$ cat config.mk
export PLATFORM = sky130hd
export DESIGN_NAME = rate_tick_gen
export DESIGN_NICKNAME = d
export VERILOG_FILES = /design/src/rtl/rate_tick_gen.sv
export SDC_FILE = /design/constraint.sdc
export NUM_CORES = 1
export LEC_CHECK = 0
export BUFFER_PORTS_ARGS = -buffer_cell sky130_fd_sc_hd__buf_4
export CORE_ASPECT_RATIO = 0.5
export CORE_MARGIN = 2
export CORE_UTILIZATION = 56
export DETAILED_ROUTE_END_ITERATION = 7
export PLACE_DENSITY_LB_ADDON = 0.05
export SYNTH_ARGS = -nofsm -noshare
export SYNTH_HDL_FRONTEND = slang
export SYNTH_SLANG_ARGS = --single-unit
$ cat constraint.sdc
create_clock -name Clk -period 2.4 [get_ports Clk]
set_input_delay 0.12 -clock Clk [delete_from_list [all_inputs] [get_ports Clk]]
set_output_delay 0.12 -clock Clk [all_outputs]
set_load 0.005 [all_outputs]
$ cat src/rtl/rate_tick_gen.sv
// rate_tick_gen: one-cycle Tick enable for the display counter.
// Run mode divides the board clock by a Speed-selected ratio.
// Step mode emits one Tick per debounced Step press.
module rate_tick_gen #(
    parameter int unsigned CLK_HZ          = 50_000_000,
    parameter int unsigned DEBOUNCE_CYCLES = 500_000,
    parameter int unsigned CNT_W           = 28,
    parameter int unsigned DB_W            = 20
) (
    input  logic       Clk,
    input  logic       Clear,
    input  logic       Enable,
    input  logic       Mode,
    input  logic [1:0] Speed,
    input  logic       Step,
    output logic       Tick
);

    typedef enum logic [1:0] {
        SPD_CONT = 2'b00,
        SPD_1X   = 2'b01,
        SPD_2X   = 2'b10,
        SPD_4X   = 2'b11
    } speed_e;

    typedef enum logic {
        MODE_RUN  = 1'b0,
        MODE_STEP = 1'b1
    } mode_e;

    localparam logic [CNT_W-1:0] RELOAD_1X = CNT_W'(CLK_HZ - 1);
    localparam logic [CNT_W-1:0] RELOAD_2X = CNT_W'(2 * CLK_HZ - 1);
    localparam logic [CNT_W-1:0] RELOAD_4X = CNT_W'(4 * CLK_HZ - 1);
    localparam logic [DB_W-1:0]  DB_LAST   = DB_W'(DEBOUNCE_CYCLES - 1);

    // Downcounter start value for a given rate (DIV-1; 0 for continuous)
    function automatic logic [CNT_W-1:0] reload_val(input speed_e s);
        reload_val = '0;
        unique case (s)
            SPD_CONT: reload_val = '0;
            SPD_1X:   reload_val = RELOAD_1X;
            SPD_2X:   reload_val = RELOAD_2X;
            SPD_4X:   reload_val = RELOAD_4X;
        endcase
    endfunction

    logic [CNT_W-1:0] cnt;
    logic [1:0]       speed_q;
    logic             mode_q;

    logic             sync_a;
    logic             sync_b;
    logic             debounced;
    logic             debounced_q;
    logic [DB_W-1:0]  db_cnt;
    logic             press;

    // Step pushbutton: synchronise, debounce, remember previous level for edge detect
    always_ff @(posedge Clk) begin
        if (!Clear) begin
            sync_a      <= 1'b1;
            sync_b      <= 1'b1;
            debounced   <= 1'b1;
            debounced_q <= 1'b1;
            db_cnt      <= '0;
        end else begin
            sync_a      <= Step;
            sync_b      <= sync_a;
            debounced_q <= debounced;
            if (sync_b == debounced) begin
                db_cnt <= '0;
            end else if (db_cnt == DB_LAST) begin
                debounced <= sync_b;
                db_cnt    <= '0;
            end else begin
                db_cnt <= db_cnt + 1'b1;
            end
        end
    end

    // Press is the released-to-pressed transition of the debounced level
    always_comb begin
        press = debounced_q & ~debounced;
    end

    // Rate divider and Tick register; a Speed/Mode change restarts the period
    always_ff @(posedge Clk) begin
        if (!Clear) begin
            cnt     <= reload_val(speed_e'(Speed));
            speed_q <= Speed;
            mode_q  <= Mode;
            Tick    <= 1'b0;
        end else if ((Speed != speed_q) || (Mode != mode_q)) begin
            cnt     <= reload_val(speed_e'(Speed));
            speed_q <= Speed;
            mode_q  <= Mode;
            Tick    <= 1'b0;
        end else if (!Enable) begin
            Tick <= 1'b0;
        end else if (mode_q == MODE_STEP) begin
            Tick <= press;
        end else if (speed_e'(speed_q) == SPD_CONT) begin
            Tick <= 1'b1;
        end else if (cnt == '0) begin
            cnt  <= reload_val(speed_e'(speed_q));
            Tick <= 1'b1;
        end else begin
            cnt  <= cnt - 1'b1;
            Tick <= 1'b0;
        end
    end

endmodule

Word level (Yosys, flattened, before mapping)
Cells that the tools add are included.
Word-level totals
  bits in latches: 0
  output and inout bits: 1
  logic and storage cells: 53
  input port bits: 7
  register bits after elaboration: 56
  bits in writable memories: 0
  memories: 0
  memory bits (read-only): 0
Cells by class
  multiply operators: 0
  bitwise logic cells: 5
  reduce and logical (&&, ||, !) cells: 8
  $add $sub $neg: 2
  shift operators: 0
  divide/modulo/power cells: 0
  equality and inequality tests: 14
  $lt $le $gt $ge: 0
  multiplexer cells: 15
Operator list (number)
  $mux 28: 6
  $pmux 28 s4: 1
  $pmux 28 s3: 1
  $logic_not 28->1: 1
  $sub 28x1->28 const B: 1
  $add 20x1->20 const B: 1
  $eq 20x19->1 const B: 1
  $eq 2x2->1 const B: 4
  $reduce_or 3->1: 2
  $mux 1: 5
  $eq 2x1->1 const B: 2
  $logic_not 2->1: 2
  $mux 2: 2
  $not 1->1: 4
  $ne 3x1->1 const B: 1
  $ne 3x2->1 const B: 1
  $ne 3x3->1 const B: 1
  $reduce_and 3->1: 1
  $ne 2x1->1 const B: 1
  $ne 2x2->1: 1
  $reduce_and 2->1: 1
  $and 1x1->1: 1
  $eq 1x1->1: 1
  $logic_or 1x1->1: 1
  $ne 1x1->1: 1

Depth between registers and ports, before layout
  depth in word-level cells: 8
  depth in mapped cells: 9
  depth with buffers taken out: 7

Worst setup path before layout
OpenSTA, ideal clock, no wires.
  kind: flip-flop to flip-flop
  start point: reg cnt[16]
  end point: reg cnt[25], data pin
  clock period less this slack: 2.357 ns
  path buffers: 0
  arrival: 2.097 ns
  cell stages (with the launch flop): 6
  required time: 2.141 ns
  setup slack: 0.043 ns
  setup time: 0.259 ns
  cell sequence: edfxtp_1 or4_4 or4_1 o31a_1 o31a_1 or2_1
On the way
  word-level cells in the longest chain between the ends: 7
  elaborated cells on any way between the ends: 8
  those cells by class: add/sub: 1; mux: 6; reduce/logical: 1
RTL lines
  start: declaration: line 47  | logic [CNT_W-1:0] cnt;
  start signal: assignment: line 89  | cnt <= reload_val(speed_e'(Speed));
  start signal: assignment: line 94  | cnt <= reload_val(speed_e'(Speed));
  start signal: assignment: line 105  | cnt <= reload_val(speed_e'(speed_q));
  $sub 28x1->28 or $logic_not 28->1 (tied branches): line 108, 104
  $mux 28 (*): line 104  | end else if (cnt == '0) begin
  $mux 28 (*): line 102  | end else if (speed_e'(speed_q) == SPD_CONT) begin
  $mux 28 (*): line 100  | end else if (mode_q == MODE_STEP) begin
  $mux 28 (*): line 98  | end else if (!Enable) begin
  $mux 28 (*): line 93  | end else if ((Speed != speed_q) || (Mode != mode_q)) begin
  $mux 28 (*): line 88  | if (!Clear) begin
Every way passes the cells marked *; elsewhere a longest branch is shown, timed or not. The select of a mux whose other input is x is not followed.
A chain may end at the register's enable or synchronous reset.

Worst setup path after layout
  start point: reg cnt[18]
  end point: reg cnt[25], data pin
The elaborated chain is that of the path after synthesis.

==> flow_summary.yaml <==
clock_tree:
  clock_latency_ps: 320
  cts_tree: "yes"
  clockBufferDepth: 2
  root_buffer: "clkbuf_8"
  htreeDepth: 2
  cts_sinks: 56
  path_clk_slew_ps: 100
  cts_buffers: 5
floorplan:
  fp.dieH_um: 55.7
  rows: 18
  die_width_um: 107
  core_sq_um: 5040
  die_area_sq_um: 5990
  start_util: 0.594
  ioPinCount: 8
finish:
  antenna_cells: 0
  final-seq-area_sq_um: 1430
  multi_input_comb_area_sq_um: 1530
  nNetsFinal: 361
  drive_gt1_frac: 0.175
  fillCellCount: 425
  area_growth_syn_to_layout_pct: 17.2
setup_path:
  arrival_ps: 2460
  reg2reg_depth: 5
  r2r_end: "cnt[25]$_DFFE_PP_"
  setup.worst_path.end_class: "flop"
  cp_slowest_cell: "or4_4"
  path_delay_family: "simple AND/OR/NAND/NOR gates"
  crit_chain: "or4_4 -> or4_1 -> o31a_1 -> o31a_1 -> or2_1"
  cp_num_buf_inv: 0
  slowest_delay_ps: 550
  cp-start-kind: "flop"
  worstPathMaxFanout: 2
  required_ps: 2490
  path_common_cell: "o31a_1"
  rrSetupSlack_ps: 30
  r2r-start: "cnt[18]$_DFFE_PP_"
  path_class: "flop to flop"
detailed_routing:
  final_antenna_net_count: 0
  dr.pass1.iters: 5
  drt-initial-drc-count: 269
  drcViolationCount: 0
  vias_per_cell: 5.95
  routed_wl_um: 6880
  post_drt_wl_per_cell_um: 16.5
  num_vias: 2486
timing:
  max_freq_ghz: 0.421
  slew_violations: 0
  period_share: 0.989
  tightestPinTransition_ps: 587
  fin_crit_ps: 2370
  report.final.setup_viol: 0
  worst_clock_skew_ps: 8.48
  hold_viol_final: 0
  hold_ws_ps: 20.8
  slew_headroom: 0.608
  grt_setup_unrepaired: "true"
  setup_tns_ps: 0
power:
  internal-power_mw: 1.42
  power_frac_seq: 0.581
  vdd_drop_max_mv: 0.372
  switchingPower_mw: 0.520
  power_density_nw_per_um2: 552
  leakagePower_nw: 1.22
  pwr-share-comb: 0.141
  pwr-share-clk: 0.278
  swShare: 0.268
job:
  drv_cap: 0
placement:
  gp_congestion: 0.944
  detailed_place_hpwl_um: 4890
  io_buffers: 7
grt:
  overflow: 0
  grt_max_degree: 29
  grt_pass1_wl_um: 11500
  grt_pass1_vias: 2417
  grt_antenna_before_repair: 0
  grt_util_all_layers: 0.247
logic_synthesis:
  syn_nets: 320
  synth_top_area_frac: 0.311
  ys.flop_type: "edfxtp_1"
  ys_ff_latch: 56
  ys_async_sr_fraction: 0
  synthTopCellsByArea: "edfxtp_1 31%, dfxtp_1 17%, xnor2_1 6.7%, xor2_1 4.4%, nor2_1 4.1%"
  synth.largest_area_cell: "edfxtp_1"
  ys_seq_area_frac: 0.478
  synth_cell_types: 44
  ys_warn_count: 0
  netlist_instances: 306
  synth_area_per_cell_sq_um: 9.79
  syn_area_sq_um: 3000
  synth_edf_count: 31
hold_path:
  hold_end: "speed_q[1]$_DFFE_PP_"
  hold-path-cell-count: 1
  hp-start: "Speed[1]"
  hold_class: "input port to flop"
status:
  status: "finished, final reports clean"
## through the flow
step,power (mW),setup WS [ps],instances,utilization,area [sq um]
6_report,1.94,27.0,418,0.696,3510
5_1_grt,2.03,-39.1,418,0.696,3510
4_1_cts,1.94,7.33,418,0.690,3480
3_5_place_dp,1.40,-0.199,404,0.661,3330
3_3_place_gp,1.39,31.3,404,0.661,3330
2_1_floorplan,1.29,43.3,306,-,3000
## final cells by class
class	instances	share of cell area
repair buffers	43	0.0983
flip-flops and latches	56	0.407
multi-input cells	233	0.435
clock buffers	5	0.0196
inverters	8	0.00855
well taps	70	0.0249
clock inverters	3	0.00605
## routing by layer
metal / GRT usage / up-vias / routed length, um
li1: - / 1211 / -
met1: 0.353 / 1184 / 3210
met2: 0.383 / 81 / 3130
met3: 0.0539 / 10 / 473
met4: 0.0604 / 0 / 70
met5: 0 / - / 0
## repair_timing
item                       in CTS  in global routing
hold endpoints to repair        4                  0
hold buffers                    4                  0
resized for setup               0                  7
pin swaps                       0                  1
setup endpoints to repair       1                 19
setup buffers                   2                  0
## kinds of logic (layout without fill, tap and decap cells)
logic type                 after synthesis  count (layout)  share of synthesized area
and+or+nand+nor                        141             141                      0.253
DFF                                     56              56                      0.478
AOI/OAI and AO/OA                       44              44                     0.0956
xor gates and xnor gates                38              38                      0.111
buffers and inverters                   17              59                     0.0234
adders and majority gates                7               7                     0.0292
muxes                                    3               3                     0.0104
## sequential cells by signal, indices dropped and copies added (netlist names)
signal       flops
cnt             28
db_cnt          20
speed_q          2
Tick             1
debounced        1
debounced_q      1
mode_q           1
sync_a           1
sync_b           1
## cell usage after synthesis (all sizes together) (4+ instances only)
cell type,count
o31a,6
nor3,18
a21oi,15
dfxtp,25
and4,4
ha,7
nor2,33
nor4,13
nand3,10
or4,9
clkbuf,4
or3,6
and3,5
xnor2,23
nand2b,4
nand4,8
nand2,19
o21ai,9
buf,5
xor2,15
edfxtp,31
inv,8
## layout by cell type, fill, tap and decap left out, types with 8 or more instances in the layout
cell      synthesis  layout
nand4_1           8       8
nand2_1          19      19
xnor2_1          23      23
a21oi_1          15      15
edfxtp_1         31      31
xor2_1           15      15
nand3_1          10       9
buf_4             0      38
nor2_1           33      32
inv_1             8       8
dfxtp_1          25      25
o21ai_0           9       9
nor4_1           13      10
nor3_1           18      18
## worst max-delay path by stage
stage	startpoint	to	slack (ps)	cells after the start
2_1_floorplan	cnt[16]$_DFFE_PP_	cnt[25]$_DFFE_PP_	40	5
3_3_place_gp	cnt[18]$_DFFE_PP_	cnt[25]$_DFFE_PP_	30	5
3_5_place_dp	cnt[18]$_DFFE_PP_	cnt[25]$_DFFE_PP_	-0.2	5
4_1_cts	cnt[1]$_DFFE_PP_	cnt[27]$_DFFE_PP_	7	6
5_1_grt	cnt[18]$_DFFE_PP_	cnt[25]$_DFFE_PP_	-40	5
6_report	cnt[18]$_DFFE_PP_	cnt[25]$_DFFE_PP_	30	5
## power groups by stage
stage	registers, mW	clock network (mW)	logic, mW
4_1_cts	1.13	0.549	0.265
2_1_floorplan	1.15	0	0.139
6_report	1.13	0.539	0.274
3_3_place_gp	1.15	0	0.247
3_5_place_dp	1.15	0	0.253
5_1_grt	1.14	0.593	0.301
Power figures use the tool's default switching activity.
